--- src/rtl/muldiv_pkg.sv ---
// Shared types for the EX-stage multiply/divide sequencer: op encoding seen by the id decoder,
// FSM state encoding, and default timing parameters.
package muldiv_pkg;

    localparam int unsigned MulLatDefault = 3;
    localparam int unsigned DivTmoDefault = 40;

    typedef enum logic [2:0] {
        OpNone  = 3'd0,
        OpMult  = 3'd1,
        OpMultu = 3'd2,
        OpDiv   = 3'd3,
        OpDivu  = 3'd4,
        OpMthi  = 3'd5,
        OpMtlo  = 3'd6
    } muldiv_op_t;

    typedef enum logic [1:0] {
        StIdle,
        StMulWait,
        StDivWait,
        StDone
    } muldiv_state_t;

    function automatic logic is_mul(input muldiv_op_t op);
        return (op == OpMult) || (op == OpMultu);
    endfunction

    function automatic logic is_div(input muldiv_op_t op);
        return (op == OpDiv) || (op == OpDivu);
    endfunction

endpackage

--- src/rtl/hilo_reg.sv ---
// Architectural HI/LO register pair with independent write enables.
module hilo_reg (
    input  logic        clk,
    input  logic        rst,
    input  logic        hi_we,
    input  logic [31:0] hi_wdata,
    input  logic        lo_we,
    input  logic [31:0] lo_wdata,
    output logic [31:0] hi,
    output logic [31:0] lo
);

    always_ff @(posedge clk or negedge rst) begin
        if (!rst) begin
            hi <= '0;
            lo <= '0;
        end else begin
            if (hi_we) hi <= hi_wdata;
            if (lo_we) lo <= lo_wdata;
        end
    end

endmodule

--- src/rtl/muldiv_sched.sv ---
// Multi-cycle MULT/DIV sequencer: issues to external multiplier/divider, stalls EX while busy,
// and is the sole writer of HI/LO (including MTHI/MTLO).
module muldiv_sched
    import muldiv_pkg::*;
#(
    parameter int unsigned MUL_LAT = MulLatDefault,
    parameter int unsigned DIV_TMO = DivTmoDefault
) (
    input  logic        clk,
    input  logic        rst,
    input  logic        reg_stall,
    input  logic        reg_flush,
    output logic        alu_stall,
    input  muldiv_op_t  op,
    input  logic [31:0] source_a,
    input  logic [31:0] source_b,
    output logic [31:0] hi,
    output logic [31:0] lo,
    output logic        mul_start,
    output logic        mul_sign,
    output logic [31:0] mul_a,
    output logic [31:0] mul_b,
    input  logic [63:0] mul_result,
    output logic        div_start,
    output logic        div_sign,
    output logic [31:0] div_a,
    output logic [31:0] div_b,
    output logic        div_cancel,
    input  logic        div_done,
    input  logic [31:0] div_quot,
    input  logic [31:0] div_rem
);

    localparam int unsigned CntMax = (DIV_TMO > MUL_LAT) ? DIV_TMO : MUL_LAT;
    localparam int unsigned CntW   = $clog2(CntMax + 1);

    muldiv_state_t   state;
    logic [CntW-1:0] cnt;
    logic            mul_sign_q, div_sign_q;
    logic [31:0]     mul_a_q, mul_b_q, div_a_q, div_b_q;

    logic        issue_mul, issue_div;
    logic        hi_we, lo_we;
    logic [31:0] hi_wdata, lo_wdata;

    always_comb begin
        issue_mul = (state == StIdle) && !reg_flush && is_mul(op);
        issue_div = (state == StIdle) && !reg_flush && is_div(op) && (source_b != '0);

        // Start pulses fire in the issue cycle so the unit sees operands MUL_LAT cycles before
        // the sample point; operands are bypassed from the inputs until the latch takes over.
        mul_start = issue_mul;
        mul_sign  = issue_mul ? (op == OpMult) : mul_sign_q;
        mul_a     = issue_mul ? source_a : mul_a_q;
        mul_b     = issue_mul ? source_b : mul_b_q;
        div_start = issue_div;
        div_sign  = issue_div ? (op == OpDiv) : div_sign_q;
        div_a     = issue_div ? source_a : div_a_q;
        div_b     = issue_div ? source_b : div_b_q;

        div_cancel = (state == StDivWait) && (reg_flush || (!div_done && (cnt == '0)));
        alu_stall  = issue_mul || issue_div || (state == StMulWait) || (state == StDivWait);

        hi_we    = 1'b0;
        lo_we    = 1'b0;
        hi_wdata = source_a;
        lo_wdata = source_a;
        if (!reg_flush) begin
            case (state)
                StIdle: begin
                    if (!reg_stall) begin
                        hi_we = (op == OpMthi);
                        lo_we = (op == OpMtlo);
                    end
                end
                StMulWait: begin
                    if (cnt == '0) begin
                        hi_we    = 1'b1;
                        lo_we    = 1'b1;
                        hi_wdata = mul_result[63:32];
                        lo_wdata = mul_result[31:0];
                    end
                end
                StDivWait: begin
                    if (div_done) begin
                        hi_we    = 1'b1;
                        lo_we    = 1'b1;
                        hi_wdata = div_rem;
                        lo_wdata = div_quot;
                    end
                end
                default: ;
            endcase
        end
    end

    always_ff @(posedge clk or negedge rst) begin
        if (!rst) begin
            state      <= StIdle;
            cnt        <= '0;
            mul_sign_q <= 1'b0;
            mul_a_q    <= '0;
            mul_b_q    <= '0;
            div_sign_q <= 1'b0;
            div_a_q    <= '0;
            div_b_q    <= '0;
        end else if (reg_flush) begin
            state <= StIdle;
            cnt   <= '0;
        end else begin
            case (state)
                StIdle: begin
                    if (issue_mul) begin
                        state      <= StMulWait;
                        cnt        <= CntW'(MUL_LAT - 1);
                        mul_sign_q <= (op == OpMult);
                        mul_a_q    <= source_a;
                        mul_b_q    <= source_b;
                    end else if (issue_div) begin
                        state      <= StDivWait;
                        cnt        <= CntW'(DIV_TMO);
                        div_sign_q <= (op == OpDiv);
                        div_a_q    <= source_a;
                        div_b_q    <= source_b;
                    end
                end
                StMulWait: begin
                    if (cnt == '0) state <= StDone;
                    else           cnt   <= cnt - CntW'(1);
                end
                StDivWait: begin
                    // Watchdog expiry and normal completion both land in DONE; only done writes HI/LO.
                    if (div_done || (cnt == '0)) state <= StDone;
                    else                         cnt   <= cnt - CntW'(1);
                end
                StDone: begin
                    if (!reg_stall) state <= StIdle;
                end
                default: state <= StIdle;
            endcase
        end
    end

    hilo_reg u_hilo_reg (
        .clk      (clk),
        .rst      (rst),
        .hi_we    (hi_we),
        .hi_wdata (hi_wdata),
        .lo_we    (lo_we),
        .lo_wdata (lo_wdata),
        .hi       (hi),
        .lo       (lo)
    );

endmodule

--- config.mk ---
export PLATFORM = sky130hd
export DESIGN_NAME = muldiv_sched
export DESIGN_NICKNAME = d
export VERILOG_FILES = /design/src/rtl/muldiv_pkg.sv /design/src/rtl/hilo_reg.sv /design/src/rtl/muldiv_sched.sv
export SDC_FILE = /design/constraint.sdc
export NUM_CORES = 1
export LEC_CHECK = 0
export CORE_AREA = 5 5 153 155
export CTS_BUF_LIST = sky130_fd_sc_hd__clkbuf_8
export DETAILED_ROUTE_END_ITERATION = 10
export DIE_AREA = 0 0 158 160
export GPL_ROUTABILITY_DRIVEN = 0
export GPL_TIMING_DRIVEN = 0
export PLACE_DENSITY = 0.93
export SLEW_MARGIN = 20
export SYNTH_ARGS = -nofsm -noshare
export SYNTH_HDL_FRONTEND = slang
export SYNTH_SLANG_ARGS = --single-unit
--- constraint.sdc ---
create_clock -name clk -period 10.3 [get_ports clk]
set_clock_uncertainty 0.2 [all_clocks]
set_input_delay 3.09 -clock clk [delete_from_list [all_inputs] [get_ports clk]]
set_output_delay 3.09 -clock clk [all_outputs]
set_load 0.005 [all_outputs]
[Word-level counts from Yosys, hierarchy flattened]
Cells that the tools add are included.
Cells by class
  bitwise operators: 2
  add/subtract/negate cells: 1
  reductions and logical operators: 23
  muxes and demuxes: 35
  equality and inequality tests: 15
Operator list (count)
  $mux 32: 10
  $pmux 32 s2: 2
  $reduce_bool 32->1: 1
  $mux 6: 5
  $pmux 6 s3: 1
  $mux 2: 6
  $ne 3x3->1 const B: 4
  $eq 3x3->1 const B: 3
  $mux 1: 8
  $pmux 2 s4: 1
  $reduce_and 4->1: 2
  $logic_or 1x1->1: 7
  $eq 3x2->1 const B: 2
  $logic_and 1x1->1: 6
  $logic_not 6->1: 1
  $pmux 1 s3: 2
  $sub 6x1->6 const B: 1
  $eq 2x2->1 const B: 2
  $ne 4x4->1 const B: 1
  $reduce_bool 4->1: 1
  $eq 3x1->1 const B: 1
  $ne 3x2->1 const B: 1
  $reduce_and 3->1: 1
  $eq 2x1->1 const B: 1
  other kinds (4): 6
Storage, ports and cells
  output and inout bits: 198
  logic and storage cells: 86
  register bits after elaboration: 202
  bits of input ports: 200

[Logic depth before layout (Yosys ltp)]
Gate-level depths: netlist of run 1.
  word-level depth: 8
  gate-level depth with buffers: 9
  mapped depth without buffers: 8

[Hierarchy]
From an unflattened synthesis of run 1, not the netlist that was laid out.
Second synthesis, totals
  cells, all modules: 973
  area total of the unflattened synthesis: 10431.3 µm²
By module, submodules not included
  muldiv_sched: instances 1, seq. area each 3453.3 µm², area an instance 7741.2 µm², cells each 837
  hilo_reg: instances 1, seq. area each 1601.5 µm², area an instance 2690.1 µm², cells each 136

[Least setup slack after synthesis of run 1]
OpenSTA, ideal clock, no wires.
  path type: input to output
  from: input port source_b[13]
  to: output port div_a[0]
  setup slack: 2.369 ns
  data required time: 7.010 ns
  stages on the path: 6
  arrival: 4.641 ns
  buffers on the path: 2
  cell sequence: nor4_1 -> nand4_1 -> o211ai_1 -> buf_2 -> buf_2 -> mux2_1
Between the ends
  cells in the longest elaborated chain, start to end: 3
RTL lines
  start: declaration: RTL line muldiv_sched.sv:16  | input logic [31:0] source_b,
  $reduce_bool 32->1: RTL line muldiv_sched.sv:48  | issue_div = (state == StIdle) && !reg_flush && is_div(op) && (source_b != '0);
  $logic_and 1x1->1: RTL line muldiv_sched.sv:48
  $mux 32
  end: declaration: RTL line muldiv_sched.sv:26  | output logic [31:0] div_a,
Every way passes these cells.

[Worst setup path after layout of run 1]
  from: input port source_b[30]
  to: output port div_a[18]
The elaborated chain is that of the path after synthesis.

==> flow_summary.toml, run 1 <==
[clocking]
ctsRootBufferMaster = "clkbuf_8"
clk_pin_slew_ps = 50
cts-buffers-inserted = 36
cts.sinks = 202
clk_latency_ps = 520
htree_levels = 2
clockBufferDepth = 3
cts_tree = "built"
ctsHoldBuffers = 0

[route]
routed_via_density = 5.79
wl_um = 38700
drc_errors = 8
ant_nets = 0
vias = 9809
drt_iter0_markers = 1339
wl_per_cell_um = 22.8
firstDrtPassIters = 11

[global_routing]
grt_start_max_net_pins = 83
grt_util_all_layers_pct = 29.5
grt_pass1_vias = 10282
grt_overflow = 0
grt_pass1_wl_um = 58200
antenna_found_initial = 2

[sta]
min_period_over_period_pct = 93.8
relSlewSlack_pct = 36.7
rsz0062_at_grt = "no"
hold_viol = 0
setup_violations = 0
slew_viol_final = 0
worst_pin_slew_ps = 946
min_period_ps = 9660
fmax_mhz = 104

[power_and_ir_drop]
power_switching_uw = 1430
ir_worst_vdd_mv = 0.171
p_per_area_nw_per_um2 = 282
power_uw = 4180
power_frac_comb_pct = 49.8
swShare_pct = 34.1
seqPwrFrac_pct = 33.0
p_leak_uw = 0.00672
intPower_uw = 2750
pwr-share-clk_pct = 17.2

[critical_path]
critical_path_required_ps = 7010
worstSetupEndpointType = "primary output"
crit_path_start_kind = "primary input"
arrival_ps = 6370
crit_type = "primary input to primary output"
crit_fanout = 10

[synthesis]
ys_ff_latch = 202
synth_nets = 1159
synth_top_family_by_area = "simple AND/OR/NAND/NOR gates"
synthCells = 952
syn_avg_cell_area_um2 = 10.2
synth-compound-area-share_pct = 12.1
synth_mux_area_share_pct = 15.4
synthArstFlopShare_pct = 100
synth_xor_area_share_pct = 0.180
ys_types = 47
synth_seq_area_share_pct = 52.0
ys_warn_count = 0
synth_ff_type = "dfrtp_1"
synthAdderAreaFrac_pct = 0.901
synth_edf_count = 0
synth_area_um2 = 9720
synth-simple-area-share_pct = 15.9

[status]
violations = "design-rule violations"
status = "finished with violations"

[floorplan]
ios = 398
num_rows = 54
fp.coreArea_um2 = 21700
die_x_um = 158
die_h_um = 160
die-area_um2 = 25300
start_util_pct = 44.8

[hold_path]
min_path_type = "flop to flop"

[flow_run]
drv_cap = 0

[layout]
nNetsFinal = 1599
drive_gt1_share_pct = 11.4
fill_cells = 1521
postLayoutCoreUtil_pct = 68.4
syn_to_final_growth_pct = 52.5
diodes = 0

[placement]
dp_hpwl_um = 28500
port_buffers = 397
==> power by group through the flow <==
stage	Combinational, uW	Sequential [uW]	Clock, uW
after floorplan	868	1350	0
after global placement	1990	1360	0
after detailed placement	2060	1380	0
after CTS	2090	1370	731
after global routing	2250	1420	771
final	2080	1380	720
==> sequential cells by signal, indices dropped and copies added (netlist names) <==
register / cells
cnt: 6
u_hilo_reg.hi: 32
state: 2
div_a_q: 32
u_hilo_reg.lo: 32
mul_a_q: 32
mul_sign_q: 1
div_sign_q: 1
mul_b_q: 32
div_b_q: 32
==> cells in the mapped netlist, drive strengths merged (5+ instances only) <==
cell | count | area (um^2)
nor3 | 5 | 36.3
dfrtp | 202 | 5050
nor2 | 15 | 56.3
a222oi | 63 | 631
clkbuf | 28 | 105
nand2 | 327 | 1230
inv | 8 | 30.0
buf | 34 | 206
nor4 | 8 | 50.1
ha | 7 | 87.6
o21ai | 70 | 350
mux2 | 131 | 1480
==> final timing paths <==
| path | startpoint | endpoint | slack [ps] | cells after the start |
|---|---|---|---|---|
| max in group asynchronous | rst | div_a_q[14]$_DFFE_PN0P_ | 6490 | 3 |
| worst max-delay path | source_b[30] | div_a[18] | 640 | 8 |
| worst max register to register | state[1]$_DFFE_PN0P_ | mul_b_q[20]$_DFFE_PN0P_ | 7010 | 9 |
| worst min register to register | mul_b_q[9]$_DFFE_PN0P_ | mul_b_q[9]$_DFFE_PN0P_ | 270 | 2 |
| worst min-delay path | mul_b_q[9]$_DFFE_PN0P_ | mul_b_q[9]$_DFFE_PN0P_ | 270 | 2 |
| min in group asynchronous | rst | mul_b_q[8]$_DFFE_PN0P_ | 2280 | 1 |
==> per-stage QoR <==
stage          area (um^2)  hold slack [ps]  std cells  worst slack [ps]  setup TNS (ps)
2_1_floorplan         9720              239        952              2370               0
3_5_place_dp         14100              257       1632               111               0
3_3_place_gp         14000              252       1629             -2590         -518310
4_1_cts              14800              271       1693               110               0
5_1_grt              14800              286       1695               447               0
6_report             14800              267       1695               639               0
==> metal layers <==
layer	vias to the layer above	global-route usage, %	share of wire [%]
li1	4276	-	-
met1	4706	34.4	35
met2	672	49.7	49
met3	151	9.53	12
met4	4	12.6	4.6
met5	-	0	0.067
==> critical path: stages <==
cell,delay (ps)
clkdlybuf4s50_1,500
nor4_1,390
nand4_1,320
o211ai_1,420
buf_2,390
buf_2,360
mux2_1,420
clkdlybuf4s50_1,470
==> cells by family (layout without fill, tap and decap cells) <==
group	count (synthesis)	after routing
adders and majority gates	7	7
AOI/OAI and AO/OA	158	158
DFF	202	202
and+or+nand+nor	380	380
xor gates and xnor gates	2	2
muxes	133	133
buffers and inverters	70	533
==> final cells by class <==
class	count	area, um^2	share of cell area (%)
Buffer	62	312	2.10
Clock buffer	44	606	4.09
Clock inverter	17	72.6	0.490
Inverter	8	30.0	0.203
Multi-Input combinational cell	680	4340	29.3
Sequential cell	202	5050	34.1
Tap cell	280	350	2.36
Timing Repair Buffer	402	4060	27.4
==> what timing repair did <==
action,CTS,global route
setup endpoints to repair,0,5
setup buffers,0,2
resized for setup,0,0
==> placed cells by master, fill, tap and decap left out, types with 3 or more instances in the layout <==
cell,count
clkdlybuf4s50_1,396
nand2_1,327
dfrtp_1,202
mux2_1,67
o21ai_1,66
mux2_2,64
a222oi_1,63
clkbuf_8,44
clkbuf_1,28
buf_2,27
inv_1,22
nor2_1,14
nor4_1,8
ha_1,7
buf_6,6
nand2b_1,4
nand3b_1,4
o21ai_0,4
nor3_1,4
nand4_1,3
nor2b_1,3
o211ai_1,3
a21oi_1,3
buf_4,3
No activity file was read; power rests on OpenSTA's default activity.
==> run 2, diff against run 1 <==
PLACE_DENSITY = default   (was 0.93)
PLACE_DENSITY_LB_ADDON = 0.05   (was default)
SLEW_MARGIN = default   (was 20)
==> run 2 against run 1 <==
The flow now finishes without violations. Flip-flop and latch count is the same. Power shrank 1.4%. Combinational power about the same. Via count decreased by 7.4%. Global-route usage decreased by 2.6 points. Cell count is 0.35% lower. Die area did not move. Register-to-register slack improved by 140 ps. Worst setup slack got worse by 170 ps. Non-clock buffer count fell by 3. Count of clock-buffer cells in the layout up 2. First-iteration DRC count fell by 43%. Largest cell class unchanged.
==> flow_summary.toml, run 2 (synthesis results as in run 1) <==
[status]
status = "complete, no violations"

[layout]
nNetsFinal = 1596
diodes = 0
final_common_cell = "clkdlybuf4s50_1"
drive_gt1_share_pct = 11.1
multi_input_area_um2 = 4330
final_cell_mix = "clkdlybuf4s50_1 (396), nand2_1 (327), dfrtp_1 (202)"
design_area_um2 = 14800
regArea_um2 = 5050
fill_cells = 1761
syn_to_final_growth_pct = 52.0

[global_routing]
antenna_found_initial = 0
grt_overflow = 0
grt_pass1_wl_um = 53200
grt_util_all_layers_pct = 26.9
grt_pass1_vias = 9303
grt_start_max_net_pins = 113

[flow_run]
drv_cap = 0

[route]
firstDrtPassIters = 8
ant_nets = 0
drc_errors = 0
vias = 9082
wl_um = 35500
routed_via_density = 5.38
drt_iter0_markers = 758
wl_per_cell_um = 21.0

[clocking]
ctsRootBufferMaster = "clkbuf_8"
cts.sinks = 202
cts-resized-gates = 0
ctsHoldBuffers = 0
htree_levels = 2
clk_pin_slew_ps = 50
cts_setup_buffers = 0
clockBufferDepth = 3
cts-buffers-inserted = 36
cts_tree = "built"
clk_latency_ps = 510

[sta]
min_period_over_period_pct = 95.5
relSlewSlack_pct = 25.8
fmax_mhz = 102
slew_viol_final = 0
rsz0062_at_grt = "no"
fin_tns_setup_ps = 0
min_period_ps = 9830
hold_viol = 0
holdWs_ps = 265
worst_pin_slew_ps = 1110
setup_violations = 0

[critical_path]
worstSetupEndpointType = "primary output"
crit_type = "primary input to primary output"
crit_fanout = 10
r2r_slack_ps = 7150
critical_path_required_ps = 7010
arrival_ps = 6540
crit_path_start_kind = "primary input"

[power_and_ir_drop]
pwr-share-clk_pct = 17.2
intPower_uw = 2760
seqPwrFrac_pct = 32.9
swShare_pct = 33.0
power_switching_uw = 1360
p_leak_uw = 0.00669
p_per_area_nw_per_um2 = 279
power_frac_comb_pct = 50.0
ir_worst_vdd_mv = 0.169

[floorplan]
die_h_um = 160
die-area_um2 = 25300
ios = 398
fp.coreArea_um2 = 21700
start_util_pct = 44.8
die_x_um = 158
num_rows = 54

[placement]
port_buffers = 397
dp_hpwl_um = 27000
dpl-instance-area_um2 = 14100

[hold_path]
min_path_type = "flop to flop"
## run 2: cell count changes in the layout (fill, tap and decap cells not counted), sizes merged
cell	delta
buf	-3
clkbuf	+2
clkinvlp	-2
inv	-2
clkinv	-1
## run 2: final cells by class
cell class	instances	area share, %
sequential	202	34.2
buffer	62	2.11
clock buffer	46	4.29
inverter	8	0.203
timing repair buffer	399	27.2
tap	280	2.37
multi-input combinational	680	29.3
clock inverter	12	0.305
## run 2: worst max-delay path, stage by stage
cell,delay (ps)
clkdlybuf4s50_1,470
nor4_1,410
nand4_1,270
o211ai_1,700
buf_2,390
buf_2,320
mux2_1,360
clkdlybuf4s50_1,520
## run 2: worst paths after layout
path                                                 end                    start  depth (start not counted)
min                              mul_b_q[20]$_DFFE_PN0P_  mul_b_q[20]$_DFFE_PN0P_                          2
max reg2reg                u_hilo_reg.lo[18]$_DFFE_PN0P_     state[0]$_DFFE_PN0P_                          9
max in group asynchronous        div_b_q[24]$_DFFE_PN0P_                      rst                          2
min reg2reg                      mul_b_q[20]$_DFFE_PN0P_  mul_b_q[20]$_DFFE_PN0P_                          2
min in group asynchronous  u_hilo_reg.hi[30]$_DFFE_PN0P_                      rst                          1
max                                            div_a[12]             source_b[23]                          8
## run 2: stage by stage
step	utilization, %	total power [uW]	instances	setup slack, ps
6_report	68.1	4120	1689	466
3_5_place_dp	65.0	3440	1631	380
3_3_place_gp	64.7	3400	1629	-2920
5_1_grt	68.1	4400	1689	246
4_1_cts	68.1	4170	1689	364
2_1_floorplan	-	2210	952	2370
## run 2: metal layers
layer  track usage, %  share of wire (%)  up-vias  routed length [um]
met3             9.45                9.7       60                3450
met1             31.3                 38     4386               13300
li1                 -                  -     4274                   -
met5                0                  0        -                   0
met4             7.64                2.5        0                 897
met2             46.8                 50      362               17800
## run 2: power groups by stage
stage | logic [uW] | registers, uW | clock network, uW
6_report | 2060 | 1350 | 708
3_5_place_dp | 2070 | 1370 | 0
5_1_grt | 2240 | 1400 | 766
2_1_floorplan | 868 | 1350 | 0
4_1_cts | 2080 | 1350 | 731
3_3_place_gp | 2040 | 1350 | 0
